## src/rtl/motion_bus_master_if.sv

```systemverilog
// Command handshake and peripheral bus bundle for motion_bus_master.
// The master modport is the block's own view; slave is the host/peripheral side.
interface motion_bus_master_if;
  logic        cmd_valid;
  logic        cmd_ready;
  logic [15:0] cmd_rv1;
  logic [15:0] cmd_rv2;
  logic [15:0] cmd_rh1;
  logic [15:0] cmd_rh2;
  logic [1:0]  cmd_ss;
  logic        cs;
  logic [3:0]  addr;
  logic        wr;
  logic        rd;
  logic [15:0] d_out;
  logic [15:0] d_in;
  logic        busy;
  logic        done;
  logic        err;

  modport master (
    input  cmd_valid, cmd_rv1, cmd_rv2, cmd_rh1, cmd_rh2, cmd_ss, d_in,
    output cmd_ready, cs, addr, wr, rd, d_out, busy, done, err
  );

  modport slave (
    output cmd_valid, cmd_rv1, cmd_rv2, cmd_rh1, cmd_rh2, cmd_ss, d_in,
    input  cmd_ready, cs, addr, wr, rd, d_out, busy, done, err
  );
endinterface

```

## src/rtl/motion_bus_master.sv

```systemverilog
// Replays one pan/tilt command as five single-cycle register writes (RV1, RV2, RH1, RH2, SS).
// Define MOTION_READBACK_EN to add a read-back check of every register after its write.
module motion_bus_master #(
  parameter int unsigned GAP_CYCLES = 1,
  parameter logic [3:0]  ADDR_SS    = 4'h0,
  parameter logic [3:0]  ADDR_RV1   = 4'h2,
  parameter logic [3:0]  ADDR_RV2   = 4'h4,
  parameter logic [3:0]  ADDR_RH1   = 4'h6,
  parameter logic [3:0]  ADDR_RH2   = 4'h8
) (
  input  logic                clk_i,
  input  logic                rst_ni,
  motion_bus_master_if.master bus
);

  localparam int unsigned   GW       = (GAP_CYCLES > 1) ? $clog2(GAP_CYCLES + 1) : 1;
  localparam logic [GW-1:0] GAP_LOAD = GW'((GAP_CYCLES > 0) ? GAP_CYCLES - 1 : 0);

  typedef enum logic [2:0] {
    IDLE,
    WR,
    GAP,
`ifdef MOTION_READBACK_EN
    RD,
    CAP,
`endif
    DONE
  } state_e;

  state_e      state_q;
  logic [2:0]  idx_q, idx_d;
  logic [GW-1:0] gap_q;
  logic [15:0] rv1_q, rv2_q, rh1_q, rh2_q;
  logic [1:0]  ss_q;
  logic        cs_q, wr_q, ready_q, busy_q, done_q;
  logic [3:0]  addr_q;
  logic [15:0] dout_q;
  logic [19:0] next_reg;
  logic        last, post_gap, advance;

  // SS goes last so the mode/start bits only land once every setpoint is loaded.
  function automatic logic [19:0] sel_reg(input logic [2:0] idx,
                                          input logic [15:0] rv1, rv2, rh1, rh2,
                                          input logic [1:0] ss);
    case (idx)
      3'd0:    sel_reg = {ADDR_RV1, rv1};
      3'd1:    sel_reg = {ADDR_RV2, rv2};
      3'd2:    sel_reg = {ADDR_RH1, rh1};
      3'd3:    sel_reg = {ADDR_RH2, rh2};
      default: sel_reg = {ADDR_SS, 14'b0, ss};
    endcase
  endfunction

  assign idx_d    = idx_q + 3'd1;
  assign next_reg = sel_reg(idx_d, rv1_q, rv2_q, rh1_q, rh2_q, ss_q);
  assign last     = (idx_q == 3'd4);
  assign post_gap = ((state_q == WR) && (GAP_CYCLES == 0)) ||
                    ((state_q == GAP) && (gap_q == '0));

`ifdef MOTION_READBACK_EN
  logic rd_q, err_q, match;
  // d_out still holds the value just written, so it doubles as the expected read data.
  assign match   = last ? (bus.d_in[1:0] == dout_q[1:0]) : (bus.d_in == dout_q);
  assign advance = (state_q == CAP) && match;
`else
  assign advance = post_gap;
`endif

  always_ff @(posedge clk_i or negedge rst_ni) begin
    if (!rst_ni) begin
      state_q <= IDLE;
      idx_q   <= '0;
      gap_q   <= '0;
      rv1_q   <= '0;
      rv2_q   <= '0;
      rh1_q   <= '0;
      rh2_q   <= '0;
      ss_q    <= '0;
      cs_q    <= 1'b0;
      wr_q    <= 1'b0;
      addr_q  <= '0;
      dout_q  <= '0;
      ready_q <= 1'b1;
      busy_q  <= 1'b0;
      done_q  <= 1'b0;
`ifdef MOTION_READBACK_EN
      rd_q    <= 1'b0;
      err_q   <= 1'b0;
`endif
    end else begin
      cs_q   <= 1'b0;
      wr_q   <= 1'b0;
      done_q <= 1'b0;
`ifdef MOTION_READBACK_EN
      rd_q   <= 1'b0;
`endif
      case (state_q)
        IDLE, DONE: begin
          state_q <= IDLE;
          if (bus.cmd_valid) begin
            rv1_q   <= bus.cmd_rv1;
            rv2_q   <= bus.cmd_rv2;
            rh1_q   <= bus.cmd_rh1;
            rh2_q   <= bus.cmd_rh2;
            ss_q    <= bus.cmd_ss;
            idx_q   <= '0;
            cs_q    <= 1'b1;
            wr_q    <= 1'b1;
            addr_q  <= ADDR_RV1;
            dout_q  <= bus.cmd_rv1;
            ready_q <= 1'b0;
            busy_q  <= 1'b1;
            state_q <= WR;
`ifdef MOTION_READBACK_EN
            err_q   <= 1'b0;
`endif
          end
        end
        WR: begin
          if (GAP_CYCLES != 0) begin
            state_q <= GAP;
            gap_q   <= GAP_LOAD;
          end
        end
        GAP: gap_q <= gap_q - 1'b1;
`ifdef MOTION_READBACK_EN
        RD: state_q <= CAP;
        CAP: begin
          if (!match) begin
            err_q   <= 1'b1;
            ready_q <= 1'b1;
            busy_q  <= 1'b0;
            state_q <= IDLE;
          end
        end
`endif
        default: state_q <= IDLE;
      endcase
`ifdef MOTION_READBACK_EN
      if (post_gap) begin
        state_q <= RD;
        cs_q    <= 1'b1;
        rd_q    <= 1'b1;
      end
`endif
      if (advance) begin
        if (last) begin
          state_q <= DONE;
          done_q  <= 1'b1;
          ready_q <= 1'b1;
          busy_q  <= 1'b0;
        end else begin
          idx_q            <= idx_d;
          state_q          <= WR;
          cs_q             <= 1'b1;
          wr_q             <= 1'b1;
          {addr_q, dout_q} <= next_reg;
        end
      end
    end
  end

  assign bus.cmd_ready = ready_q;
  assign bus.busy      = busy_q;
  assign bus.cs        = cs_q;
  assign bus.wr        = wr_q;
  assign bus.addr      = addr_q;
  assign bus.d_out     = dout_q;
  assign bus.done      = done_q;
`ifdef MOTION_READBACK_EN
  assign bus.rd        = rd_q;
  assign bus.err       = err_q;
`else
  assign bus.rd        = 1'b0;
  assign bus.err       = 1'b0;
`endif

endmodule
```

## src/flat_wrapper.sv

```systemverilog
// flat-port wrapper written by rule: the top's interface ports become plain ports
module motion_bus_master_flat 
#(
  parameter int unsigned GAP_CYCLES = 1,
  parameter logic [3:0]  ADDR_SS    = 4'h0,
  parameter logic [3:0]  ADDR_RV1   = 4'h2,
  parameter logic [3:0]  ADDR_RV2   = 4'h4,
  parameter logic [3:0]  ADDR_RH1   = 4'h6,
  parameter logic [3:0]  ADDR_RH2   = 4'h8
)
  (clk_i, rst_ni, bus_cmd_valid, bus_cmd_rv1, bus_cmd_rv2, bus_cmd_rh1, bus_cmd_rh2, bus_cmd_ss, bus_d_in, bus_cmd_ready, bus_cs, bus_addr, bus_wr, bus_rd, bus_d_out, bus_busy, bus_done, bus_err);
  motion_bus_master_if bus_i ();
  input  logic clk_i;
  input  logic rst_ni;
  input wire logic [$bits(bus_i.cmd_valid)-1:0] bus_cmd_valid;
  input wire logic [$bits(bus_i.cmd_rv1)-1:0] bus_cmd_rv1;
  input wire logic [$bits(bus_i.cmd_rv2)-1:0] bus_cmd_rv2;
  input wire logic [$bits(bus_i.cmd_rh1)-1:0] bus_cmd_rh1;
  input wire logic [$bits(bus_i.cmd_rh2)-1:0] bus_cmd_rh2;
  input wire logic [$bits(bus_i.cmd_ss)-1:0] bus_cmd_ss;
  input wire logic [$bits(bus_i.d_in)-1:0] bus_d_in;
  output wire logic [$bits(bus_i.cmd_ready)-1:0] bus_cmd_ready;
  output wire logic [$bits(bus_i.cs)-1:0] bus_cs;
  output wire logic [$bits(bus_i.addr)-1:0] bus_addr;
  output wire logic [$bits(bus_i.wr)-1:0] bus_wr;
  output wire logic [$bits(bus_i.rd)-1:0] bus_rd;
  output wire logic [$bits(bus_i.d_out)-1:0] bus_d_out;
  output wire logic [$bits(bus_i.busy)-1:0] bus_busy;
  output wire logic [$bits(bus_i.done)-1:0] bus_done;
  output wire logic [$bits(bus_i.err)-1:0] bus_err;
  assign bus_i.cmd_valid = bus_cmd_valid;
  assign bus_i.cmd_rv1 = bus_cmd_rv1;
  assign bus_i.cmd_rv2 = bus_cmd_rv2;
  assign bus_i.cmd_rh1 = bus_cmd_rh1;
  assign bus_i.cmd_rh2 = bus_cmd_rh2;
  assign bus_i.cmd_ss = bus_cmd_ss;
  assign bus_i.d_in = bus_d_in;
  assign bus_cmd_ready = bus_i.cmd_ready;
  assign bus_cs = bus_i.cs;
  assign bus_addr = bus_i.addr;
  assign bus_wr = bus_i.wr;
  assign bus_rd = bus_i.rd;
  assign bus_d_out = bus_i.d_out;
  assign bus_busy = bus_i.busy;
  assign bus_done = bus_i.done;
  assign bus_err = bus_i.err;
  motion_bus_master #(.GAP_CYCLES(GAP_CYCLES), .ADDR_SS(ADDR_SS), .ADDR_RV1(ADDR_RV1), .ADDR_RV2(ADDR_RV2), .ADDR_RH1(ADDR_RH1), .ADDR_RH2(ADDR_RH2)) u_core (.clk_i(clk_i), .rst_ni(rst_ni), .bus(bus_i));
endmodule
```

## config.mk

```make
export PLATFORM = sky130hd
export DESIGN_NAME = motion_bus_master_flat
export DESIGN_NICKNAME = d
export VERILOG_FILES = /design/src/rtl/motion_bus_master_if.sv /design/src/rtl/motion_bus_master.sv /design/src/flat_wrapper.sv
export SDC_FILE = /design/constraint.sdc
export NUM_CORES = 1
export LEC_CHECK = 0
export BUFFER_PORTS_ARGS = -buffer_cell sky130_fd_sc_hd__buf_2
export CORE_AREA = 2 2 82 115
export CTS_CLUSTER_SIZE = 8
export DETAILED_ROUTE_END_ITERATION = 8
export DIE_AREA = 0 0 84 117
export PLACE_DENSITY = 0.85
export SLEW_MARGIN = 20
export SYNTH_ARGS = -nofsm -noshare
export SYNTH_HDL_FRONTEND = slang
export SYNTH_SLANG_ARGS = --single-unit
```

## constraint.sdc

```tcl
create_clock -name clk_i -period 2 [get_ports clk_i]
set_input_delay 0.2 -clock clk_i [delete_from_list [all_inputs] [get_ports clk_i]]
set_output_delay 0.2 -clock clk_i [all_outputs]
set_load 0.05 [all_outputs]
```

==> results.md <==
- GRT Util Overall: 21.6%
- Mapped Cells: 465
- Worst hold start: bus_cmd_rh1[5]
- Multi-input logic area: 1680 sq um
- Post-synth ARST share: 100%
- Worst Setup SP: u_core.idx_q[0]
- Endpoint type of the worst setup path: flop
- Cell taking the most area after synthesis: dfrtp_1
- RePlAce Congestion: 0.837
- Seq cells post-synth: 96
- First-pass GRT wire length: 16,500 um
- CP Launch Type: flop
- H-tree Lvls: 3
- Synth Warn #: 0
- Largest net degree at the start of global routing: 48
- Crit path cell chain: inv_1, ha_1, buf_4, a22o_1, a221oi_1, o21ai_0
- DR pass1 iterations: 4
- Average size of a mapped cell: 9.27 sq um
- Clock-pin slew on the worst setup and hold paths: 0.07 ns
- Hold slack: 0.0464 ns
- Final setup fails: 0
- DRC violations left: 0
- Sw Ratio: 40.9%
- Main synth FF type: dfrtp_1
- Synth area leaders: dfrtp_1 (55%), nand2_1 (20%), a221oi_1 (2.8%)
- Run status: complete, no violations
- PostCTS Resize Cnt: 0
- Relative slew slack: 60.9%
- Fin crit share: 92.8%
- Core footprint: 8870 sq um
- Slowest stage delay, CP: 0.44 ns
- Worst EP required: 2.22 ns
- Layout area overhead: 20.8%
- TritonCTS Buffers: 9
- Clk Latency, worst-skew pair: 0.34 ns
- Finished Core Util: 58.7%
- RSZ-0062 raised after global routing: false
- Vias in the first global route: 3,493
- Leak Pwr: 2.82 nW
- Final setup TNS: 0 ns
- Reg power frac: 37.4%
- Filler Cell Count: 743
- Most common cell after layout, fill and taps aside: nand2_1
- Postcts setup bufs: 0
- Via Count: 3,574
- Clk network pwr share: 20.1%
- Max-cap violations: 0
- Post-DP HPWL: 7100 um
- Max-slew violations: 0
- Grt total ovfl: 0
- Slew @ Worst Pin: 0.587 ns
- Antenna violations before repair: 1
- Iteration-0 DRC Markers: 357
- Initial Utilization: 48.6%
- Final antenna-violating net count: 0
- Post-DR wirelength/cell: 15.2 um
- Sequential share of the synthesized area: 55.8%
- Row count: 41
- Longest Clk Path Bufs: 2
- Combinational share of power: 42.5%
- Peak VDD IR: 0.901 mV
- Top Ports: 112
- Clock Sink Count: 96
- Number of hold buffers added after cts: 1
- CTS tree: built
- FMAX: 0.539 GHz
- Avg Vias per Cell: 5.34
- Reg area: 2400 sq um
- Crit path kind: reg2reg
- IO Port Bufs: 93
- Worst Hold Class: in2reg
- Number of synthesized flops with an enable pin: 0
- Die Height: 117 um
- Final hold vios: 0
- Top cell type's share of synthesized area: 55.2%
- Die area: 9830 sq um
- NumNets Final: 650
- Critical path arrival: 2.08 ns
- Synth cell types: 38
- Most frequent cells in the layout: nand2_1 (223), dfrtp_1 (95), buf_2 (92)
- Cell Area, Synth: 4310 sq um
- Critical path fanouts, max: 12
- Int Power: 5.31 mW
- CP max stage cell: dfrtp_1
- Routed wire length: 10,200 um
- Root Driver: clkbuf_16
- Share of layout cells above drive strength 1: 24.6%
- Die span in x: 84 um
- Final min period: 1.86 ns
- Sw Pwr: 3.68 mW
- Crit Reg-Reg Startpoint: u_core.idx_q[0]
- Clk_skew: 0.00730 ns
- Power per cell area: 1730 nW/um^2
==> final timing paths <==
path	end	slack [ns]	cells past startpoint
min in group asynchronous	u_core.rh2_q[3]	0.42	2
setup reg to reg	u_core.bus.d_out[6]	0.14	6
hold reg to reg	u_core.bus.cmd_ready	0.46	2
hold / removal	u_core.rh1_q[5]	0.05	3
max in group asynchronous	u_core.rh1_q[9]	0.95	3
setup / recovery	u_core.bus.d_out[6]	0.14	6
==> kinds of logic (layout without fill, tap and decap cells) <==
| family | count (synthesis) | count (layout) | synth area share, % |
|---|---|---|---|
| AND/OR/NAND/NOR | 242 | 242 | 21.8 |
| flip-flops | 96 | 96 | 55.8 |
| AO/OA/AOI/OAI | 75 | 75 | 13.4 |
| buffers and inverters | 39 | 134 | 5.49 |
| adder cells (fa/ha/maj) | 7 | 7 | 2.03 |
| multiplexers | 4 | 4 | 1.04 |
| other | 1 | 3 | 0.0870 |
| XOR/XNOR | 1 | 1 | 0.377 |
==> cell usage after synthesis (2+ instances only) <==
library cell / number
a221oi_1: 14
buf_6: 5
nand2_1: 224
nand2b_1: 2
a22oi_1: 4
nor2_1: 6
buf_2: 13
a21o_2: 2
ha_1: 7
nand3_1: 4
inv_1: 8
a21o_1: 14
o21ai_1: 10
clkbuf_1: 4
o21ai_0: 9
mux2i_1: 3
buf_4: 7
dfrtp_1: 95
o22ai_1: 2
a22o_1: 14
==> layer usage <==
metal,vias to the layer above,part of all wire [%],GRT usage (%)
met4,0,3.1,10.4
met2,99,51,36.8
met3,25,3.8,4.91
met5,-,0,0
met1,1741,42,26.2
li1,1709,-,-
==> stage by stage <==
stage	setup WS [ns]	instance area (sq um)	std cells	total power, mW
6_report	0.144	5210	669	8.99
5_1_grt	0.0526	5210	669	9.58
4_1_cts	0.134	5200	668	9.02
3_5_place_dp	0.183	4890	653	7.17
3_3_place_gp	0.255	4890	653	7.01
2_1_floorplan	0.421	4310	466	6.17
==> area by class of cell <==
type,count,area share [%]
timing repair buffer,112,12.5
tap,107,2.57
sequential,96,46.2
clock buffer,10,4.59
inverter,8,0.577
multi-input combinational,331,32.2
clock inverter,4,1.35
antenna,1,0.0481
==> sequential cells by signal, indices dropped and copies added (netlist names), named ones only <==
name,count
u_core.bus.cmd_ready,1
u_core.rv2_q,16
u_core.ss_q,2
u_core.gap_q,1
u_core.rv1_q,16
u_core.bus.addr,4
u_core.bus.busy,1
u_core.rh1_q,16
u_core.bus.d_out,16
u_core.idx_q,2
u_core.state_q,2
u_core.bus.done,1
u_core.bus.wr,1
u_core.rh2_q,16
==> worst max-delay path: cells and delay by family (launching register included) <==
| kind | cells | cell delay [ns] |
|---|---|---|
| adder cells (fa/ha/maj) | 1 | 0.35 |
| AO/OA/AOI/OAI | 3 | 0.61 |
| buffers and inverters | 2 | 0.33 |
| flip-flops | 1 | 0.44 |
==> power by group through the flow <==
| stage | Clock (mW) | Combinational, mW | Sequential [mW] |
|---|---|---|---|
| 3_3_place_gp | 0 | 3.70 | 3.31 |
| 3_5_place_dp | 0 | 3.81 | 3.36 |
| 6_report | 1.80 | 3.82 | 3.36 |
| 5_1_grt | 1.90 | 4.23 | 3.46 |
| 4_1_cts | 1.83 | 3.85 | 3.34 |
| 2_1_floorplan | 0 | 2.32 | 3.85 |
No activity file was read; power rests on OpenSTA's default activity.
